### config.mk
export PLATFORM = sky130hd
export DESIGN_NAME = pdp_trace_buffer
export DESIGN_NICKNAME = d
export VERILOG_FILES = /design/src/rtl/pdp_trace_buffer.sv
export SDC_FILE = /design/constraint.sdc
export NUM_CORES = 1
export LEC_CHECK = 0
export ABC_CLOCK_PERIOD_IN_PS = 6600
export CORE_ASPECT_RATIO = 0.6
export CORE_MARGIN = 2
export CORE_UTILIZATION = 35
export DETAILED_ROUTE_END_ITERATION = 7
export HOLD_SLACK_MARGIN = 0.06
export PLACE_DENSITY = 0.49
export SETUP_SLACK_MARGIN = 0.2
export SKIP_CTS_REPAIR_TIMING = 1
export SLEW_MARGIN = 10
export SYNTH_ARGS = -nofsm -noshare
export SYNTH_HDL_FRONTEND = slang
export SYNTH_SLANG_ARGS = --single-unit
### constraint.sdc
create_clock -name clock -period 6.6 [get_ports clock]
set_input_delay 0.99 -clock clock [delete_from_list [all_inputs] [get_ports clock]]
set_output_delay 0.99 -clock clock [all_outputs]
set_load 0.01 [all_outputs]
### src/rtl/pdp_trace_buffer.sv
// pdp_trace_buffer
// Retirement-trace capture for the PDP-11 core. Each retired instruction that
// passes the class filter is written into a circular buffer. A trigger opens
// a post-trigger window; when the window closes, the buffer freezes and its
// contents drain oldest-first over a valid/ready port. The clear input acts
// as a soft reset that keeps the dropped-capture statistic.

module pdp_trace_buffer #(
    parameter int DEPTH  = 16,
    parameter int DATA_W = 16,
    parameter int POST_W = 8,
    parameter int PTR_W  = $clog2(DEPTH)
) (
    input  logic                    clock,
    input  logic                    reset_n,
    input  logic                    cap_valid,
    input  logic [DATA_W-1:0]       cap_instr,
    input  logic [DATA_W-1:0]       cap_pc,
    input  logic [DATA_W-1:0]       cap_alu,
    input  logic [1:0]              cap_class,
    input  logic [3:0]              class_mask,
    input  logic                    trigger,
    input  logic [POST_W-1:0]       post_count,
    input  logic                    clear,
    output logic                    rd_valid,
    input  logic                    rd_ready,
    output logic [3*DATA_W+1:0]     rd_data,
    output logic [PTR_W:0]          count,
    output logic                    wrapped,
    output logic                    frozen,
    output logic [15:0]             dropped
);

    localparam int ENTRY_W = 3 * DATA_W + 2;

    // State encoding; any other value falls back to CAPTURE.
    localparam logic [1:0] ST_CAPTURE = 2'd0;
    localparam logic [1:0] ST_POST    = 2'd1;
    localparam logic [1:0] ST_FROZEN  = 2'd2;

    localparam logic [PTR_W:0]    FULL_COUNT = (PTR_W + 1)'(DEPTH);
    localparam logic [PTR_W:0]    COUNT_ONE  = (PTR_W + 1)'(1);
    localparam logic [PTR_W:0]    COUNT_ZERO = (PTR_W + 1)'(0);
    localparam logic [PTR_W-1:0]  PTR_ONE    = PTR_W'(1);
    localparam logic [PTR_W-1:0]  PTR_ZERO   = PTR_W'(0);
    localparam logic [POST_W-1:0] POST_ONE   = POST_W'(1);
    localparam logic [POST_W-1:0] POST_ZERO  = POST_W'(0);
    localparam logic [15:0]       DROP_MAX   = 16'hFFFF;

    // Trace storage; contents are meaningless while count is zero, so the
    // array itself needs no reset.
    logic [ENTRY_W-1:0] mem_r [DEPTH];

    logic [1:0]         state_r,    state_s;
    logic [PTR_W-1:0]   wr_ptr_r,   wr_ptr_s;
    logic [PTR_W-1:0]   rd_ptr_r,   rd_ptr_s;
    logic [PTR_W:0]     count_r,    count_s;
    logic [PTR_W:0]     remain_r,   remain_s;
    logic               wrapped_r,  wrapped_s;
    logic [15:0]        dropped_r,  dropped_s;
    logic [POST_W-1:0]  post_cnt_r, post_cnt_s;
    logic               rd_valid_r, rd_valid_s;
    logic [ENTRY_W-1:0] rd_data_r,  rd_data_s;

    logic               capturing_s;
    logic               class_en_s;
    logic               accept_s;
    logic               reject_s;
    logic               freeze_s;
    logic               load_s;

    // Next-state logic: capture path, trigger/window control and readout.
    // rd_ptr_r always addresses the next entry to move into the output
    // register and remain_r counts entries not yet moved there, so the
    // output register refills on the same edge it is consumed.
    always_comb begin
        state_s     = state_r;
        wr_ptr_s    = wr_ptr_r;
        rd_ptr_s    = rd_ptr_r;
        count_s     = count_r;
        remain_s    = remain_r;
        wrapped_s   = wrapped_r;
        dropped_s   = dropped_r;
        post_cnt_s  = post_cnt_r;
        rd_valid_s  = rd_valid_r;
        rd_data_s   = rd_data_r;
        freeze_s    = 1'b0;
        load_s      = 1'b0;

        capturing_s = (state_r == ST_CAPTURE) || (state_r == ST_POST);
        class_en_s  = class_mask[cap_class];
        accept_s    = cap_valid & class_en_s & capturing_s;
        reject_s    = cap_valid & ~class_en_s & capturing_s;

        // Buffer occupancy: once full, each new entry replaces the oldest.
        if (accept_s) begin
            wr_ptr_s = wr_ptr_r + PTR_ONE;
            if (count_r == FULL_COUNT) begin
                wrapped_s = 1'b1;
            end else begin
                count_s = count_r + COUNT_ONE;
            end
        end else begin
            wr_ptr_s = wr_ptr_r;
        end

        if (reject_s && (dropped_r != DROP_MAX)) begin
            dropped_s = dropped_r + 16'd1;
        end else begin
            dropped_s = dropped_r;
        end

        case (state_r)
            ST_CAPTURE: begin
                // A capture in the trigger cycle is the trigger entry itself
                // and does not count against the window.
                if (trigger) begin
                    if (post_count == POST_ZERO) begin
                        freeze_s = 1'b1;
                    end else begin
                        state_s    = ST_POST;
                        post_cnt_s = post_count;
                    end
                end else begin
                    state_s = ST_CAPTURE;
                end
            end
            ST_POST: begin
                if (accept_s) begin
                    if (post_cnt_r <= POST_ONE) begin
                        freeze_s   = 1'b1;
                        post_cnt_s = POST_ZERO;
                    end else begin
                        post_cnt_s = post_cnt_r - POST_ONE;
                    end
                end else begin
                    post_cnt_s = post_cnt_r;
                end
            end
            ST_FROZEN: begin
                load_s = ~rd_valid_r | rd_ready;
                if (load_s) begin
                    if (remain_r != COUNT_ZERO) begin
                        rd_data_s  = mem_r[rd_ptr_r];
                        rd_valid_s = 1'b1;
                        rd_ptr_s   = rd_ptr_r + PTR_ONE;
                        remain_s   = remain_r - COUNT_ONE;
                    end else begin
                        rd_valid_s = 1'b0;
                    end
                end else begin
                    rd_valid_s = rd_valid_r;
                end
            end
            default: begin
                state_s = ST_CAPTURE;
            end
        endcase

        // Entering FROZEN: point the reader at the oldest surviving entry,
        // taking this cycle's capture (if any) into account.
        if (freeze_s) begin
            state_s    = ST_FROZEN;
            rd_ptr_s   = wr_ptr_s - count_s[PTR_W-1:0];
            remain_s   = count_s;
            rd_valid_s = 1'b0;
        end else begin
            rd_ptr_s = rd_ptr_s;
        end
    end

    // Control registers: hard reset clears everything, clear keeps dropped.
    always_ff @(posedge clock) begin
        if (!reset_n) begin
            state_r    <= ST_CAPTURE;
            wr_ptr_r   <= PTR_ZERO;
            rd_ptr_r   <= PTR_ZERO;
            count_r    <= COUNT_ZERO;
            remain_r   <= COUNT_ZERO;
            wrapped_r  <= 1'b0;
            dropped_r  <= 16'd0;
            post_cnt_r <= POST_ZERO;
            rd_valid_r <= 1'b0;
            rd_data_r  <= {ENTRY_W{1'b0}};
        end else if (clear) begin
            state_r    <= ST_CAPTURE;
            wr_ptr_r   <= PTR_ZERO;
            rd_ptr_r   <= PTR_ZERO;
            count_r    <= COUNT_ZERO;
            remain_r   <= COUNT_ZERO;
            wrapped_r  <= 1'b0;
            dropped_r  <= dropped_r;
            post_cnt_r <= POST_ZERO;
            rd_valid_r <= 1'b0;
            rd_data_r  <= {ENTRY_W{1'b0}};
        end else begin
            state_r    <= state_s;
            wr_ptr_r   <= wr_ptr_s;
            rd_ptr_r   <= rd_ptr_s;
            count_r    <= count_s;
            remain_r   <= remain_s;
            wrapped_r  <= wrapped_s;
            dropped_r  <= dropped_s;
            post_cnt_r <= post_cnt_s;
            rd_valid_r <= rd_valid_s;
            rd_data_r  <= rd_data_s;
        end
    end

    // Trace write port: a capture in a reset or clear cycle is discarded.
    always_ff @(posedge clock) begin
        if (accept_s && reset_n && !clear) begin
            mem_r[wr_ptr_r] <= {cap_class, cap_pc, cap_instr, cap_alu};
        end
    end

    assign rd_valid = rd_valid_r;
    assign rd_data  = rd_data_r;
    assign count    = count_r;
    assign wrapped  = wrapped_r;
    assign frozen   = (state_r == ST_FROZEN);
    assign dropped  = dropped_r;

endmodule

==> impl_metrics.prom, run 1 <==
# TYPE chip_impl_metric gauge
chip_impl_metric{name="post-route-drc-count",unit=""} 0
chip_impl_metric{name="coreArea",unit="µm²"} 98110
chip_impl_metric{name="worstSkewPairLatency",unit="ps"} 650
chip_impl_metric{name="globalRouteOverflowTotal",unit=""} 0
chip_impl_metric{name="clk_path_buf_depth",unit=""} 3
chip_impl_metric{name="cts_htree_levels",unit=""} 3
chip_impl_metric{name="min_period_over_period",unit="%"} 59.93
chip_impl_metric{name="critical-path-max-stage-delay",unit="ps"} 870
chip_impl_metric{name="post_synthesis_compound_gate_area_fraction",unit="%"} 2.421
chip_impl_metric{name="track_usage",unit="%"} 15.44
chip_impl_metric{name="max_freq",unit="MHz"} 252.8
chip_impl_metric{name="cp_data_arrival_time",unit="ps"} 4220
chip_impl_metric{name="power.switching",unit="mW"} 2.299
chip_impl_info{name="critical_path_cell_by_cell",value="clkdlybuf4s50_1 > mux4_2 > nand2_1 > nor4_1 > and2_4"} 1
chip_impl_metric{name="mappedNetlistNets",unit=""} 1760
chip_impl_metric{name="yosysUniqueCellTypes",unit=""} 67
chip_impl_info{name="worst_hold_startpoint",value="rd_data[34]"} 1
chip_impl_metric{name="die-area",unit="µm²"} 101400
chip_impl_metric{name="setup_violations",unit=""} 0
chip_impl_metric{name="cts_buffers",unit=""} 88
chip_impl_metric{name="crit_path_time_final",unit="ps"} 3955
chip_impl_info{name="commonest_non_fill_non_tap_cells_in_the_layout",value="800 x sky130_fd_sc_hd__edfxtp_1, 251 x sky130_fd_sc_hd__mux4_2, 141 x sky130_fd_sc_hd__clkdlybuf4s50_1"} 1
chip_impl_metric{name="finalSetupTns",unit="ps"} 0
chip_impl_metric{name="yosys_warnings",unit=""} 0
chip_impl_metric{name="iteration_count_of_the_initial_detailed_routing_pass",unit=""} 5
chip_impl_metric{name="synth-xor-area-share",unit="%"} 0.4560
chip_impl_metric{name="grt_start_max_net_pins",unit=""} 137
chip_impl_metric{name="num_rows",unit=""} 89
chip_impl_info{name="root_buffer",value="sky130_fd_sc_hd__clkbuf_16"} 1
chip_impl_metric{name="cell_area_after_technology_mapping",unit="µm²"} 34570
chip_impl_info{name="ys_dominant_reg_cell",value="sky130_fd_sc_hd__edfxtp_1"} 1
chip_impl_metric{name="synth_to_layout_area_growth",unit="%"} 16.98
chip_impl_info{name="timing.critical_path.to_type",value="flip-flop"} 1
chip_impl_metric{name="synthCells",unit=""} 1673
chip_impl_metric{name="power_per_cell_area",unit="nW/µm²"} 286.3
chip_impl_metric{name="drv.max_cap_violation_count",unit=""} 0
chip_impl_info{name="rr_startpoint",value="state_r[1]"} 1
chip_impl_metric{name="initial_utilization",unit="%"} 35.24
chip_impl_info{name="rsz0062_at_grt",value="false"} 1
chip_impl_metric{name="clk_transition_reported_paths",unit="ps"} 60
chip_impl_metric{name="grt_pass1_vias",unit=""} 17280
chip_impl_metric{name="final_stage_net_count",unit=""} 1921
chip_impl_info{name="setup.worst_path.start",value="cap_class[0]"} 1
chip_impl_metric{name="seq_power_share",unit="%"} 53.4
chip_impl_metric{name="die_x",unit="µm"} 409.7
chip_impl_metric{name="dp.final_hpwl",unit="µm"} 40250
chip_impl_metric{name="slew_violations",unit=""} 0
chip_impl_metric{name="report.power.total",unit="mW"} 11.58
chip_impl_info{name="slowest_stage",value="sky130_fd_sc_hd__and2_4"} 1
chip_impl_info{name="synth_top_family_by_area",value="multiplexers"} 1
chip_impl_metric{name="hold_viol",unit=""} 0
chip_impl_metric{name="final_layout_size_suffix_gt1_share",unit="%"} 23.13
chip_impl_metric{name="timing.critical_path.required",unit="ps"} 6860
chip_impl_metric{name="die_y",unit="µm"} 247.4
chip_impl_metric{name="maxSlewHeadroom",unit="%"} 25.26
chip_impl_metric{name="power.switching_fraction",unit="%"} 19.86
chip_impl_metric{name="multi_input_area",unit="µm²"} 8107
chip_impl_metric{name="synth_async_sr_flop_share",unit="%"} 0
chip_impl_metric{name="insertedDiodeCount",unit=""} 0
chip_impl_metric{name="worstMarginPinSlew",unit="ps"} 1121
chip_impl_metric{name="synth_enable_flop_cells",unit=""} 800
chip_impl_metric{name="combinationalPowerShare",unit="%"} 2.2
chip_impl_metric{name="routed_wirelength",unit="µm"} 76960
chip_impl_metric{name="fin_util",unit="%"} 41.22
chip_impl_metric{name="routed-via-count",unit=""} 16440
chip_impl_metric{name="timing.critical_path.fanout_max",unit=""} 50
chip_impl_info{name="final_common_cell",value="sky130_fd_sc_hd__edfxtp_1"} 1
chip_impl_metric{name="final_antenna_net_count",unit=""} 0
chip_impl_metric{name="synth_sequential_area_ratio",unit="%"} 75.05
chip_impl_metric{name="synth.avg_cell_area",unit="µm²"} 20.66
chip_impl_metric{name="synth_adder_area_share",unit="%"} 0.7094
chip_impl_metric{name="detail_route.iter0.violations",unit=""} 1238
chip_impl_metric{name="post_drt_wl_per_cell",unit="µm"} 23.86
chip_impl_metric{name="area_fraction_in_and_or_nand_and_nor_cells_after_synthesis",unit="%"} 3.109
chip_impl_metric{name="irDropWorstVdd",unit="V"} 0.0001813
chip_impl_metric{name="synthMuxAreaShare",unit="%"} 16.59
chip_impl_info{name="tritoncts",value="done"} 1
chip_impl_metric{name="final-seq-area",unit="µm²"} 25960
chip_impl_metric{name="via_per_inst",unit=""} 5.097
chip_impl_metric{name="cts_num_sinks",unit=""} 896
chip_impl_info{name="crit_path_start_kind",value="input pin"} 1
chip_impl_metric{name="layout.filler_cells",unit=""} 8548
chip_impl_metric{name="postSynthRegisterBits",unit=""} 896
chip_impl_metric{name="grt_pass1_wl",unit="µm"} 115400
chip_impl_metric{name="p_leak",unit="nW"} 12.41
chip_impl_metric{name="placement.setup.worst_slack",unit="ps"} 1901
chip_impl_info{name="criticalPathCategory",value="input pin to flip-flop"} 1
chip_impl_metric{name="postLayoutSetupSlackWorst",unit="ps"} 2645
chip_impl_metric{name="cell_internal_pwr",unit="mW"} 9.278
chip_impl_metric{name="timing.clock.skew",unit="ps"} 15.51
chip_impl_metric{name="clockPowerShare",unit="%"} 44.4
chip_impl_metric{name="antenna_found_initial",unit=""} 1
chip_impl_metric{name="pin_count",unit=""} 142
chip_impl_metric{name="place.gp.congestion",unit=""} 0.8047
chip_impl_metric{name="place.port_buffers",unit=""} 141
chip_impl_info{name="status",value="completed"} 1
chip_impl_info{name="worst_hold_path_type",value="flip-flop to flip-flop"} 1
area by class of cell:
type	instances	area share [%]
well taps	1319	4.081
inverters	67	0.6219
flip-flops and latches	896	64.19
clock inverters	51	1.290
multi-input cells	631	20.05
repair buffers	150	3.750
clock buffers	112	6.021
Yosys cell counts, drive strengths merged, types with 3 or more instances:
library cell / number / share of area, %
edfxtp: 800 / 69
mux4: 251 / 16
dfxtp: 96 / 5.6
nand2: 71 / 0.77
inv: 67 / 0.73
o21ai: 58 / 0.85
clkbuf: 54 / 0.59
nor2: 35 / 0.38
buf: 25 / 0.35
a21oi: 22 / 0.32
and2: 22 / 0.40
ha: 18 / 0.65
nand3: 15 / 0.22
xnor2: 14 / 0.35
nor4: 12 / 0.22
a211oi: 8 / 0.17
and3: 8 / 0.14
nand2b: 7 / 0.13
mux2i: 6 / 0.17
nor3: 6 / 0.087
o31ai: 5 / 0.14
and4: 4 / 0.10
nand4: 4 / 0.072
nor2b: 4 / 0.072
o211ai: 4 / 0.087
or3: 4 / 0.090
xor2: 4 / 0.10
a31oi: 3 / 0.054
nor3b: 3 / 0.065
or4: 3 / 0.076
registers in the layout, summed over array words and instances, names as in the netlist:
register and flops:
count 5, rd_ptr_r 4, dropped 16, state_r 2, post_cnt_r 8, wr_ptr_r 4, wrapped 1, mem_r 800
rd_valid 1, remain_r 5, rd_data 50
path summary, 6_finish.rpt:
kind | end | slack, ps | cells past startpoint
worst max-delay path | mem_r[3][15] | 2640 | 5
worst min register to register | rd_data[34] | 450 | 2
worst max register to register | mem_r[3][15] | 3250 | 6
worst min-delay path | rd_data[34] | 450 | 2
per-stage QoR:
| stage | instances | cell area, µm² | hold WS, ps |
|---|---|---|---|
| 2_1_floorplan | 1673 | 34570 | 464.6 |
| 3_3_place_gp | 3063 | 37480 | 439.8 |
| 3_5_place_dp | 3063 | 37480 | 445.1 |
| 4_1_cts | 3226 | 40440 | 459.6 |
| 5_1_grt | 3226 | 40440 | 477.8 |
| 6_report | 3226 | 40440 | 452.2 |
cells by family after synthesis:
family / count (synthesis)
flip-flops: 896
AND/OR/NAND/NOR: 208
XOR/XNOR: 18
AO/OA/AOI/OAI: 127
adder cells (fa/ha/maj): 19
buffers and inverters: 146
multiplexers: 259
worst max-delay path, delay by kind of cell:
kind | cells | cell delay [ps]
buffers and inverters | 1 | 730
and+or+nand+nor | 3 | 1740
muxes | 1 | 710
power groups by stage:
stage	clock (mW)	combinational [mW]	sequential [mW]
CTS	5.28	0.255	6.19
floorplan	0	0.101	6.31
detailed placement	0	0.254	6.31
global route	5.51	0.277	6.18
global placement	0	0.244	6.31
finish	5.14	0.251	6.19
layer usage:
metal / track usage [%] / up-vias / share of wire, % / wire [µm]
met2: 24.65 / 300 / 47 / 36040
met4: 3.860 / 0 / 1.8 / 1416
met1: 22.11 / 8837 / 48 / 36720
li1: - / 7189 / - / -
met5: 0 / - / 0 / 0
met3: 2.637 / 118 / 3.6 / 2782
Note: power is estimated with default switching activity, not from simulation.
==> run 2: changes to the inputs <==
ABC_CLOCK_PERIOD_IN_PS = 3410   (was 6600)
PLACE_DENSITY = 0.51   (was 0.49)
clock period = 3.41 ns   (was 6.6 ns; I/O delays follow)
==> impl_metrics.prom, run 2 (synthesized netlist as in run 1, its figures left out) <==
# TYPE chip_impl_metric gauge
chip_impl_info{name="status",value="completed"} 1
chip_impl_metric{name="multi_input_area",unit="µm²"} 8107
chip_impl_info{name="commonest_non_fill_non_tap_cells_in_the_layout",value="800 x sky130_fd_sc_hd__edfxtp_1, 251 x sky130_fd_sc_hd__mux4_2, 141 x sky130_fd_sc_hd__clkdlybuf4s50_1"} 1
chip_impl_metric{name="synth_to_layout_area_growth",unit="%"} 19.32
chip_impl_metric{name="cell_internal_pwr",unit="mW"} 17.43
chip_impl_metric{name="worstMarginPinSlew",unit="ps"} 869.9
chip_impl_metric{name="holdPathStages",unit=""} 2
chip_impl_metric{name="timing.critical_path.fanout_max",unit=""} 7
chip_impl_metric{name="worstSkewPairLatency",unit="ps"} 670
chip_impl_metric{name="place.gp.congestion",unit=""} 0.7783
chip_impl_metric{name="post-route-drc-count",unit=""} 0
chip_impl_metric{name="clk_transition_reported_paths",unit="ps"} 70
chip_impl_metric{name="p_leak",unit="nW"} 12.77
chip_impl_metric{name="grt_pass1_wl",unit="µm"} 124200
chip_impl_info{name="hold_path_end",value="rd_data[29]"} 1
chip_impl_metric{name="dp.final_hpwl",unit="µm"} 47860
chip_impl_info{name="timing.critical_path.to_type",value="flip-flop"} 1
chip_impl_metric{name="cts_htree_levels",unit=""} 3
chip_impl_metric{name="final_antenna_net_count",unit=""} 0
chip_impl_metric{name="slew_violations",unit=""} 0
chip_impl_metric{name="grt_start_max_net_pins",unit=""} 51
chip_impl_info{name="crit_path_start_kind",value="flip-flop"} 1
chip_impl_metric{name="power.switching",unit="mW"} 4.474
chip_impl_metric{name="cts_num_sinks",unit=""} 896
chip_impl_metric{name="final_stage_net_count",unit=""} 1996
chip_impl_metric{name="drv.max_cap_violation_count",unit=""} 0
chip_impl_metric{name="iteration_count_of_the_initial_detailed_routing_pass",unit=""} 5
chip_impl_metric{name="globalRouteOverflowTotal",unit=""} 0
chip_impl_metric{name="irDropWorstVdd",unit="V"} 0.0003386
chip_impl_info{name="rsz0062_at_grt",value="false"} 1
chip_impl_metric{name="via_per_inst",unit=""} 5.199
chip_impl_metric{name="cp_data_arrival_time",unit="ps"} 3510
chip_impl_metric{name="antenna_found_initial",unit=""} 6
chip_impl_metric{name="hold_viol",unit=""} 0
chip_impl_metric{name="min_period_over_period",unit="%"} 86.48
chip_impl_metric{name="layout.filler_cells",unit=""} 8522
chip_impl_metric{name="routed-wl-met2",unit="µm"} 38940
chip_impl_metric{name="final_area",unit="µm²"} 41250
chip_impl_metric{name="length_in_cells_of_the_worst_reg_to_reg_path",unit=""} 10
chip_impl_metric{name="die-area",unit="µm²"} 101400
chip_impl_info{name="final_common_cell",value="sky130_fd_sc_hd__edfxtp_1"} 1
chip_impl_metric{name="max_freq",unit="MHz"} 339.1
chip_impl_metric{name="pin_count",unit=""} 142
chip_impl_metric{name="place.port_buffers",unit=""} 141
chip_impl_metric{name="finalHoldWorstSlack",unit="ps"} 453.5
chip_impl_metric{name="die_y",unit="µm"} 247.4
chip_impl_metric{name="detail_route.iter0.violations",unit=""} 1326
chip_impl_info{name="rr_startpoint",value="state_r[1]"} 1
chip_impl_metric{name="routedLengthMet1",unit="µm"} 40240
chip_impl_info{name="criticalPathCategory",value="flip-flop to flip-flop"} 1
chip_impl_info{name="crit-reg2reg-capture",value="rd_ptr_r[1]"} 1
chip_impl_metric{name="setup_violations",unit=""} 0
chip_impl_metric{name="timing.reg2reg.setup_slack",unit="ps"} 460
chip_impl_metric{name="seq_power_share",unit="%"} 54.7
chip_impl_metric{name="timing.critical_path.required",unit="ps"} 3970
chip_impl_metric{name="cts_buffers",unit=""} 87
chip_impl_metric{name="track_usage",unit="%"} 16.83
chip_impl_metric{name="final_layout_size_suffix_gt1_share",unit="%"} 25.06
chip_impl_info{name="tritoncts",value="done"} 1
chip_impl_metric{name="routed-via-count",unit=""} 17190
chip_impl_metric{name="placement.setup.worst_slack",unit="ps"} -97.77
chip_impl_info{name="worst_hold_path_type",value="flip-flop to flip-flop"} 1
chip_impl_info{name="root_buffer",value="sky130_fd_sc_hd__clkbuf_16"} 1
chip_impl_metric{name="grt_pass1_vias",unit=""} 17590
chip_impl_metric{name="report.power.total",unit="mW"} 21.90
chip_impl_metric{name="power.switching_fraction",unit="%"} 20.43
chip_impl_metric{name="num_rows",unit=""} 89
chip_impl_metric{name="final-seq-area",unit="µm²"} 25960
chip_impl_info{name="largest_register",value="mem_r"} 1
chip_impl_metric{name="die_x",unit="µm"} 409.7
chip_impl_metric{name="combinationalPowerShare",unit="%"} 2.4
chip_impl_metric{name="power_per_cell_area",unit="nW/µm²"} 530.9
chip_impl_metric{name="postLayoutSetupSlackWorst",unit="ps"} 461.1
chip_impl_metric{name="clockPowerShare",unit="%"} 43.0
chip_impl_metric{name="met3WireLength",unit="µm"} 3658
chip_impl_metric{name="crit_path_time_final",unit="ps"} 2949
chip_impl_metric{name="routed_wirelength",unit="µm"} 84460
chip_impl_metric{name="initial_utilization",unit="%"} 35.24
chip_impl_metric{name="post_drt_wl_per_cell",unit="µm"} 25.55
chip_impl_metric{name="placed_area",unit="µm²"} 38490
chip_impl_metric{name="largest_register_ffs",unit=""} 800
chip_impl_metric{name="timing.clock.skew",unit="ps"} 22.59
chip_impl_metric{name="clk_path_buf_depth",unit=""} 3
chip_impl_metric{name="maxSlewHeadroom",unit="%"} 42.00
chip_impl_info{name="top_layer_used",value="met5"} 1
chip_impl_metric{name="coreArea",unit="µm²"} 98110
chip_impl_info{name="worst_hold_startpoint",value="rd_data[29]"} 1
chip_impl_metric{name="finalSetupTns",unit="ps"} 0
run 2: cell types whose count changed in the layout (fill, tap and decap cells not counted), moves of 7 or more:
cell	previous run	this run
sky130_fd_sc_hd__buf_4	6	47
sky130_fd_sc_hd__clkbuf_8	10	1
sky130_fd_sc_hd__clkbuf_1	12	25
sky130_fd_sc_hd__clkinv_2	19	12
sky130_fd_sc_hd__buf_12	3	38
sky130_fd_sc_hd__clkinv_1	13	20
run 2: worst max-delay path by stage:
stage / to / depth (start not counted) / slack, ps / startpoint
3_5_place_dp: rd_ptr_r[1] / 9 / -100 / cap_class[0]
6_report: rd_ptr_r[1] / 10 / 460 / state_r[1]
4_1_cts: rd_ptr_r[1] / 10 / 480 / state_r[1]
5_1_grt: rd_ptr_r[3] / 13 / 260 / state_r[1]
2_1_floorplan: mem_r[4][0] / 8 / 210 / state_r[1]
3_3_place_gp: rd_ptr_r[3] / 12 / -100 / cap_class[0]
run 2: critical path, cell delays in order (launching register included):
cell and delay, ps:
sky130_fd_sc_hd__dfxtp_1 430, sky130_fd_sc_hd__inv_1 120, sky130_fd_sc_hd__ha_1 310, sky130_fd_sc_hd__o21a_1 270
sky130_fd_sc_hd__and2_1 230, sky130_fd_sc_hd__xnor2_1 210, sky130_fd_sc_hd__ha_1 210, sky130_fd_sc_hd__inv_1 70
sky130_fd_sc_hd__fa_1 500, sky130_fd_sc_hd__mux2_2 280, sky130_fd_sc_hd__o211a_1 210
run 2: per-stage QoR:
| stage | utilization [%] | cells |
|---|---|---|
| floorplan | - | 1673 |
| global placement | 39.24 | 3139 |
| detailed placement | 39.24 | 3139 |
| CTS | 42.04 | 3302 |
| global route | 42.04 | 3304 |
| finish | 42.05 | 3306 |
run 2: power by group through the flow:
stage / sequential [mW] / clock, mW / combinational [mW]
after CTS: 12.0 / 9.68 / 0.523
final: 12.0 / 9.41 / 0.519
after global placement: 12.2 / 0 / 0.508
after floorplan: 12.2 / 0 / 0.196
after global routing: 12.0 / 10.1 / 0.565
after detailed placement: 12.2 / 0 / 0.522
run 2: layer usage:
metal	global-route usage, %	up-vias
li1	-	7350
met1	24.65	9303
met2	26.15	418
met3	2.884	114
met4	4.401	4
met5	0	-
run 2: cell type report:
cell class | instances | area share [%]
Timing Repair Buffer | 226 | 6.121
Antenna cell | 4 | 0.02427
Clock buffer | 114 | 5.599
Multi-Input combinational cell | 631 | 19.65
Tap cell | 1319 | 4.001
Inverter | 67 | 0.6097
Clock inverter | 49 | 1.059
Sequential cell | 896 | 62.93
==> run 3: changes to the inputs <==
SLEW_MARGIN = 20   (was 10)
==> results of run 3 <==
No change in the layout: final DEF, timing and power equal those of run 2.
